File: src/rtl/alu_microcode_sequencer.sv
// alu_microcode_sequencer
// Control-side sequencer for the datapath ALU. Fetches 8-bit microinstructions
// from a 16-entry combinational ROM, drives ALU and register-load controls for
// one EXEC cycle per instruction, latches ALU flags and resolves branches.
module alu_microcode_sequencer #(
    parameter int PC_W = 4,
    parameter int IW   = 8
) (
    input  logic            clk,
    input  logic            rst_n,
    input  logic            run,
    input  logic [IW-1:0]   instr,
    input  logic            z_in,
    input  logic            c_in,
    input  logic            o_in,
    input  logic            n_in,
    output logic [PC_W-1:0] pc,
    output logic [1:0]      op_sel,
    output logic [3:0]      alu_opcode,
    output logic [3:0]      imm,
    output logic            a_we,
    output logic            a_src,
    output logic            b_we,
    output logic [3:0]      flags,
    output logic            busy,
    output logic            halted
);

    typedef enum logic [1:0] {
        S_IDLE,
        S_FETCH,
        S_EXEC,
        S_HALT
    } state_t;

    state_t          state;
    logic [IW-1:0]   ir;
    logic [3:0]      op;
    logic [3:0]      arg;
    logic            in_exec;
    logic            alu_issue;
    logic            take_branch;
    logic            is_halt;
    logic [PC_W-1:0] pc_next;

    assign op      = ir[IW-1 -: 4];
    assign arg     = ir[3:0];
    assign in_exec = (state == S_EXEC);

    // Decode the held instruction into this cycle's controls; everything is quiet outside EXEC
    always_comb begin
        op_sel      = 2'b00;
        alu_opcode  = 4'h0;
        imm         = 4'h0;
        a_we        = 1'b0;
        a_src       = 1'b0;
        b_we        = 1'b0;
        alu_issue   = 1'b0;
        take_branch = 1'b0;
        is_halt     = 1'b0;
        if (in_exec) begin
            case (op)
                4'h1: begin
                    op_sel     = 2'b01;
                    alu_opcode = arg;
                    a_we       = 1'b1;
                    alu_issue  = 1'b1;
                end
                4'h2: begin
                    op_sel    = 2'b10;
                    a_we      = 1'b1;
                    alu_issue = 1'b1;
                end
                4'h3: begin
                    op_sel    = 2'b11;
                    a_we      = 1'b1;
                    alu_issue = 1'b1;
                end
                4'h4: begin
                    b_we = 1'b1;
                    imm  = arg;
                end
                4'h5: begin
                    a_we  = 1'b1;
                    a_src = 1'b1;
                    imm   = arg;
                end
                4'h6: take_branch = 1'b1;
                4'h7: take_branch = flags[3];
                4'h8: take_branch = flags[2];
                4'h9: take_branch = flags[0];
                4'hA: take_branch = flags[1];
                4'hF: is_halt = 1'b1;
                default: ;
            endcase
        end
    end

    // Next program counter: hold on halt, jump on a taken branch, else step with silent wrap
    always_comb begin
        pc_next = pc + PC_W'(1);
        if (is_halt) begin
            pc_next = pc;
        end else if (take_branch) begin
            pc_next = PC_W'(arg);
        end
    end

    // Sequencer FSM: IDLE -> FETCH -> EXEC -> (FETCH | HALT) -> IDLE, with registered status
    always_ff @(posedge clk or negedge rst_n) begin
        if (!rst_n) begin
            state  <= S_IDLE;
            pc     <= '0;
            ir     <= '0;
            flags  <= 4'h0;
            busy   <= 1'b0;
            halted <= 1'b0;
        end else begin
            case (state)
                S_IDLE: begin
                    if (run) begin
                        state <= S_FETCH;
                        pc    <= '0;
                        busy  <= 1'b1;
                    end
                end
                S_FETCH: begin
                    ir    <= instr;
                    state <= S_EXEC;
                end
                S_EXEC: begin
                    pc <= pc_next;
                    if (alu_issue) begin
                        flags <= {z_in, c_in, o_in, n_in};
                    end
                    if (is_halt) begin
                        state  <= S_HALT;
                        busy   <= 1'b0;
                        halted <= 1'b1;
                    end else begin
                        state <= S_FETCH;
                    end
                end
                S_HALT: begin
                    if (!run) begin
                        state  <= S_IDLE;
                        halted <= 1'b0;
                    end
                end
                default: state <= S_IDLE;
            endcase
        end
    end

endmodule

File: config.mk
export PLATFORM = sky130hd
export DESIGN_NAME = alu_microcode_sequencer
export DESIGN_NICKNAME = d
export VERILOG_FILES = /design/src/rtl/alu_microcode_sequencer.sv
export SDC_FILE = /design/constraint.sdc
export NUM_CORES = 1
export LEC_CHECK = 0
export ABC_AREA = 1
export BUFFER_PORTS_ARGS = -buffer_cell sky130_fd_sc_hd__buf_2
export CORE_ASPECT_RATIO = 1.75
export CORE_MARGIN = 5
export CORE_UTILIZATION = 44
export CTS_CLUSTER_SIZE = 24
export DETAILED_ROUTE_END_ITERATION = 7
export GPL_TIMING_DRIVEN = 0
export PLACE_DENSITY = 0.75
export SYNTH_ARGS = -nofsm -noshare
export SYNTH_HDL_FRONTEND = slang
export SYNTH_SLANG_ARGS = --single-unit
File: constraint.sdc
create_clock -name clk -period 1.1 [get_ports clk]
set_input_delay 0.275 -clock clk [delete_from_list [all_inputs] [get_ports clk]]
set_output_delay 0.275 -clock clk [all_outputs]
set_load 0.02 [all_outputs]
==> run metrics, run 1 <==
Worst Hold Class in2reg; Final Cycle Share 1.518; post-synthesis sequential area ratio 0.4624; initial core utilization 0.4643; maximum VDD drop ~1900 uV; Cell Pwr Density 2803 nW/um^2; Root Buffer clkbuf_8; RSZ-0062 raised after global routing yes; clk_lat worst skew about 0.26 ns; Worst Path Required between 0.8 and 0.9 ns; pin count of the biggest net entering global routing 21; Synth Net Count 143; vias per std cell roughly 5.5; Worst slew margin 0.6984; number of global-route vias before repair 1,138; Filler Cell Count 117; clock-pin slew on the worst setup and hold paths ~0.07 ns; Slew Viols, Final 0; Die ar. ~3600 um^2; fin crit period 1.670 ns; multi-input logic area 760.7 um^2; H-tree depth 1; critical path endpoint category output port; Worst Tran Pin Value ~0.45 ns; detailed placement HPWL ~2.3 mm; maxcap violations 0; DRT Pass-1 Iters 5; Area Growth Syn to Fin 82.77%; Seq cells post-synth 20; post-route cell area between 1500 and 2000 um^2; clock sink total 20; Post-Synthesis Cells about 130; Routed WL ~3.7 mm; WS Path Type reg2out; FF+latch area around 510 um^2; layout cells sized above 1 0.6406; Max Buffers Root-to-Sink 2; WL/cell 16.97 um; total global-route track usage 0.2069; Ant. Diodes 0; Routed Antenna Nets 0; cell chain of the critical path inv_2, nor2_4, nand2_4, nor3_4, buf_6; DP Worst Slack -0.3858 ns; CP Launch Type flop; Rows 23; I/O pins 38; Final setup viols 29; Crit path largest cell delay 0.44 ns; setup ws final -0.5703 ns; Clock Skew around 0.0059 ns; Final nets between 200 and 250; Inserted Clock Buffers 3; Post-Syn Area 1082 um^2; die width 47.49 um; final core occ 0.8486; Yosys Warn Count 0; via count 1,201; status finished with violations; slowest cell on the critical path dfrtp_1; Placed Area 1456 um^2; LEAKAGE about 0.97 nW; CTS tree built; crit path DAT around 1.4 ns; post-synth cell types 27; global-route wire length before repair ~5.3 mm; residual DRC count 0; final global-route overflow total 0; port bufs 37; Achievable Freq 598.7 MHz; maximum fanout along the worst path 5; failing checks setup timing; core footprint between 2000 and 2500 um^2; Chip Height 75.61 um; initial antenna violation count 0; initial DRC count 31; Final Hold Vio Count 0; routability cong. between 0.8 and 0.9; Avg Inst Size Synth approximately 8.5 um^2
registers in the layout, summed over array words and instances, names as in the netlist:
signal / flops
busy: 1
ir: 8
halted: 1
state: 2
pc: 4
flags: 4
layout by cell type (no fill, tap or decap), types with 6 or more instances in the layout:
master,n
buf_2,15
buf_4,21
buf_6,24
dfrtp_1,16
inv_1,6
inv_2,6
nand2_1,15
nand2_2,7
nand3_1,11
nor2_4,8
nor3_4,8
final timing paths:
kind / from / depth (start not counted) / end / slack [ns]
max: ir[4]$_DFFE_PN0N_ / 5 / alu_opcode[0] / -0.57
min: instr[6] / 3 / ir[6]$_DFFE_PN0N_ / 0.23
max reg2reg: ir[7]$_DFFE_PN0N_ / 8 / pc[2]$_DFFE_PN0P_ / -0.28
min reg2reg: busy$_DFFE_PN0P_ / 2 / busy$_DFFE_PN0P_ / 0.55
max in group asynchronous: rst_n / 2 / ir[5]$_DFFE_PN0N_ / 0.27
min in group asynchronous: rst_n / 2 / pc[3]$_DFFE_PN0P_ / 0.49
stage by stage:
| step | instances | power (mW) | hold slack, ns | TNS (ns) |
|---|---|---|---|---|
| global route | 217 | 5.869 | 0.2319 | -11.04 |
| detailed placement | 189 | 3.609 | 0.2443 | -8.843 |
| finish | 217 | 5.544 | 0.2310 | -9.078 |
| floorplan | 127 | 3.045 | -0.02059 | -3.401 |
| global placement | 189 | 3.529 | 0.2405 | -7.793 |
| CTS | 208 | 4.867 | 0.2281 | -8.168 |
area by class of cell:
cell class	instances	share of cell area
buffer	2	0.01834
clock buffer	4	0.02277
sequential	20	0.2555
inverter	16	0.03669
multi-input combinational	89	0.3846
tap	25	0.01581
timing repair buffer	61	0.2663
repair_timing:
item	in CTS	in global routing
cloned	1	1
hold buffers	1	0
pin swaps	7	10
buffers inserted	13	8
setup endpoints to repair	38	41
resized for setup	53	41
endpoints found under the hold margin	20	0
where the power goes:
| part | total, mW | internal (mW) | leakage [nW] | switching, mW |
|---|---|---|---|---|
| Sequential | 1.42 | 1.07 | 0.241 | 0.353 |
| Clock | 0.492 | 0.258 | 0.0228 | 0.235 |
| Combinational | 3.63 | 1.58 | 0.704 | 2.05 |
cell families (layout without fill, tap and decap cells):
family,Yosys count,count (layout),share of synthesized area
adders and majority gates,1,1,0.01156
DFF,20,20,0.4624
muxes,4,4,0.04162
and+or+nand+nor,68,68,0.3341
xor gates and xnor gates,2,2,0.01619
AOI/OAI and AO/OA,14,14,0.07053
buffers and inverters,18,83,0.06358
critical path, delay by kind of cell, from the launching register on:
family                 cells  cell delay (ns)
AND/OR/NAND/NOR            3             0.46
flip-flops                 1             0.44
buffers and inverters      2             0.24
cells in the mapped netlist, drive strengths merged:
cell / number / area [um^2]
o211ai: 1 / 7.510
buf: 1 / 5.000
a31oi: 1 / 6.260
ha: 1 / 12.51
nor2: 11 / 53.80
nor3: 9 / 45.04
nand3: 15 / 92.59
nor4: 1 / 6.260
o21ai: 9 / 45.04
xnor2: 1 / 8.760
nand2: 26 / 105.1
nand4: 6 / 58.80
dfrtp: 20 / 500.5
mux2: 4 / 45.04
clkbuf: 1 / 3.750
xor2: 1 / 8.760
inv: 16 / 60.06
o31ai: 1 / 7.510
a21oi: 2 / 10.01
metal layers:
metal  global-route usage  vias to the layer above  wire [um]
met2               0.3597                       46       2138
met3              0.02364                       10        144
met1               0.2470                      584       1294
met5                    0                        -          0
li1                     -                      561          -
met4              0.08615                        0        104
Power figures use the tool's default switching activity.
==> inputs of run 2 (changes only) <==
--- a/config.mk
+++ b/config.mk
@@ -6,14 +6,13 @@
 export NUM_CORES = 1
 export LEC_CHECK = 0
 export ABC_AREA = 1
-export BUFFER_PORTS_ARGS = -buffer_cell sky130_fd_sc_hd__buf_2
 export CORE_ASPECT_RATIO = 1.75
 export CORE_MARGIN = 5
 export CORE_UTILIZATION = 44
 export CTS_CLUSTER_SIZE = 24
 export DETAILED_ROUTE_END_ITERATION = 7
+export DONT_BUFFER_PORTS = 1
 export GPL_TIMING_DRIVEN = 0
-export PLACE_DENSITY = 0.75
 export SYNTH_ARGS = -nofsm -noshare
 export SYNTH_HDL_FRONTEND = slang
 export SYNTH_SLANG_ARGS = --single-unit
==> run 2 against run 1 <==
Compared with the run above: the run still ends with setup timing left; via count decreased by 13%; global-route usage is 0.62 points lower; flip-flop and latch count stayed put; core utilization fell by 11 points; combinational power down 15%; register-to-register slack worse by 0.23 ns; clock-buffer cell count did not move; maximum frequency is 0.16% lower; cell area down 13%; critical path type unchanged; critical endpoint is now a_we.
==> run metrics, run 2 (synthesis gave the netlist of run 1 again) <==
most frequent cells in the layout dfrtp_1, nand3_1, nand2_1 (was buf_6, buf_4, dfrtp_1); CTS tree built (unchanged); Hold Startpoint instr[5] (was instr[6]); core footprint 2331 um^2 (unchanged); total global-route track usage 0.2007 (was 0.2069); vias per std cell 5.876 (was 5.535); Routed Antenna Nets 0 (unchanged); LEAKAGE 0.8102 nW (was 0.9675 nW); Worst Path Required 0.82 ns (about the same); clock sink total 20 (unchanged); Cell Pwr Density 3097 nW/um^2 (was 2803 nW/um^2); reg-to-reg endpoint pc[1]$_DFFE_PN0P_ (was pc[2]$_DFFE_PN0P_); via count 1,040 (was 1,201); Clock Skew 0.002820 ns (was 0.005943 ns); Worst slew margin 0.3987 (was 0.6984); WL/cell 17.90 um (was 16.97 um); critical path endpoint category output port (unchanged); final hold slack 0.1132 ns (was 0.2310 ns); Final Hold Vio Count 0 (unchanged); Rows 23 (unchanged); Reg2Reg Depth 10 (was 8); port bufs 0 (was 37); clk_lat worst skew 0.26 ns (about the same); final global-route overflow total 0 (unchanged); initial DRC count 24 (was 31); final core occ 0.7354 (was 0.8486); post-route cell area 1714 um^2 (was 1978 um^2); Chip Height 75.61 um (unchanged); Slew Viols, Final 0 (unchanged); WS Path Type reg2out (unchanged); maximum VDD drop 1862 uV (was 1863 uV); fin crit period 1.673 ns (was 1.670 ns); Routed WL 3.168 mm (was 3.682 mm); critical path endpoint a_we (was alu_opcode[0]); DRT Pass-1 Iters 4 (was 5); max reg flops 8 (unchanged); setup ws final -0.5730 ns (was -0.5703 ns); Ant. Diodes 0 (unchanged); routability cong. 0.8570 (was 0.8423); Inserted Clock Buffers 3 (unchanged); Die ar. 3591 um^2 (unchanged); maximum fanout along the worst path 4 (was 5); initial antenna violation count 0 (unchanged); die width 47.49 um (unchanged); number of global-route vias before repair 1,105 (was 1,138); Max Buffers Root-to-Sink 2 (unchanged); R2R Setup Slk -0.51 ns (was -0.28 ns); H-tree depth 1 (unchanged); clock-pin slew on the worst setup and hold paths 0.08 ns (was 0.07 ns); reg-to-reg startpoint ir[6]$_DFFE_PN0N_ (was ir[7]$_DFFE_PN0N_); commonest non-fill, non-tap cell in the layout dfrtp_1 (was buf_6); failing checks setup timing (unchanged); crit path DAT 1.40 ns (about the same); Final Cycle Share 1.521 (was 1.518); initial core utilization 0.4643 (unchanged); status finished with violations (unchanged); global-route wire length before repair 5.106 mm (was 5.292 mm); Biggest register ir (unchanged); detailed placement HPWL 2.062 mm (was 2.258 mm); pin count of the biggest net entering global routing 21 (unchanged); Root Buffer clkbuf_8 (unchanged); residual DRC count 0 (unchanged); Final nets 169 (was 209); Setup crit start ir[6]$_DFFE_PN0N_ (was ir[4]$_DFFE_PN0N_); total power draw 5.309 mW (was 5.544 mW); Placed Area 1271 um^2 (was 1456 um^2); Area Growth Syn to Fin 58.38% (was 82.77%); CP Launch Type flop (unchanged); Worst Hold Class in2reg (unchanged); I/O pins 38 (unchanged); Achievable Freq 597.7 MHz (was 598.7 MHz); RSZ-0062 raised after global routing yes (unchanged); Worst Tran Pin Value 0.9020 ns (was 0.4524 ns); maxcap violations 0 (unchanged); layout cells sized above 1 0.5855 (was 0.6406); Largest regs ir x8, flags x4, pc x4 (unchanged); Final setup viols 29 (unchanged)
[run 2: changes by cell type in the layout (fill, tap and decap cells not counted), moves of 4 or more]
| cell | delta |
|---|---|
| buf_6 | -16 |
| buf_2 | -15 |
| mux2_4 | +4 |
| buf_4 | -9 |
| mux2_2 | -4 |
[run 2: final cells by class]
cell class	instances	area, um^2
plain buffers	2	36.28
clock buffers	4	55.05
fillers	151	616.8
inverters	16	77.57
multi-input cells	89	799.5
flip-flops and latches	20	508.0
well taps	25	31.28
repair buffers	21	206.4
[run 2: stage by stage]
stage / setup slack (ns) / TNS (ns) / cells
after global placement: -0.3120 / -7.467 / 152
after floorplan: -0.2190 / -3.401 / 127
after detailed placement: -0.3325 / -8.267 / 152
after global routing: -0.6258 / -11.66 / 177
after CTS: -0.5581 / -12.59 / 171
final: -0.5730 / -9.790 / 177
[run 2: layer usage]
metal | wire [um] | global-route usage | vias to the layer above
li1 | - | - | 485
met2 | 1687 | 0.3328 | 45
met5 | 0 | 0 | -
met3 | 227 | 0.05437 | 11
met4 | 115 | 0.1108 | 0
met1 | 1138 | 0.2227 | 499
[run 2: power by group]
group | switching (mW) | internal (mW)
clock | 0.253 | 0.319
combinational | 1.74 | 1.34
sequential | 0.587 | 1.07
[run 2: worst max-delay path, stage by stage, from the launching register on]
cell and delay [ns]:
dfrtp_2 0.44, inv_4 0.07, nor2_4 0.18, buf_4 0.16, nand2_4 0.06, o21ai_4 0.22
[run 2: how the worst min path moves through the flow]
stage / endpoint / cells after the start
detailed placement: ir[0]$_DFFE_PN0N_ / 0
global route: ir[5]$_DFFE_PN0N_ / 2
finish: ir[5]$_DFFE_PN0N_ / 2
global placement: ir[0]$_DFFE_PN0N_ / 0
CTS: ir[6]$_DFFE_PN0N_ / 2
floorplan: busy$_DFFE_PN0P_ / 0
[run 2: repair_timing]
action | 4_1_cts | 5_1_grt
setup endpoints to repair | 33 | 54
hold buffers | 1 | 0
cloned | 2 | 0
setup buffers | 12 | 7
gates resized for setup | 38 | 33
pin swaps | 11 | 13
endpoints found under the hold margin | 20 | 0
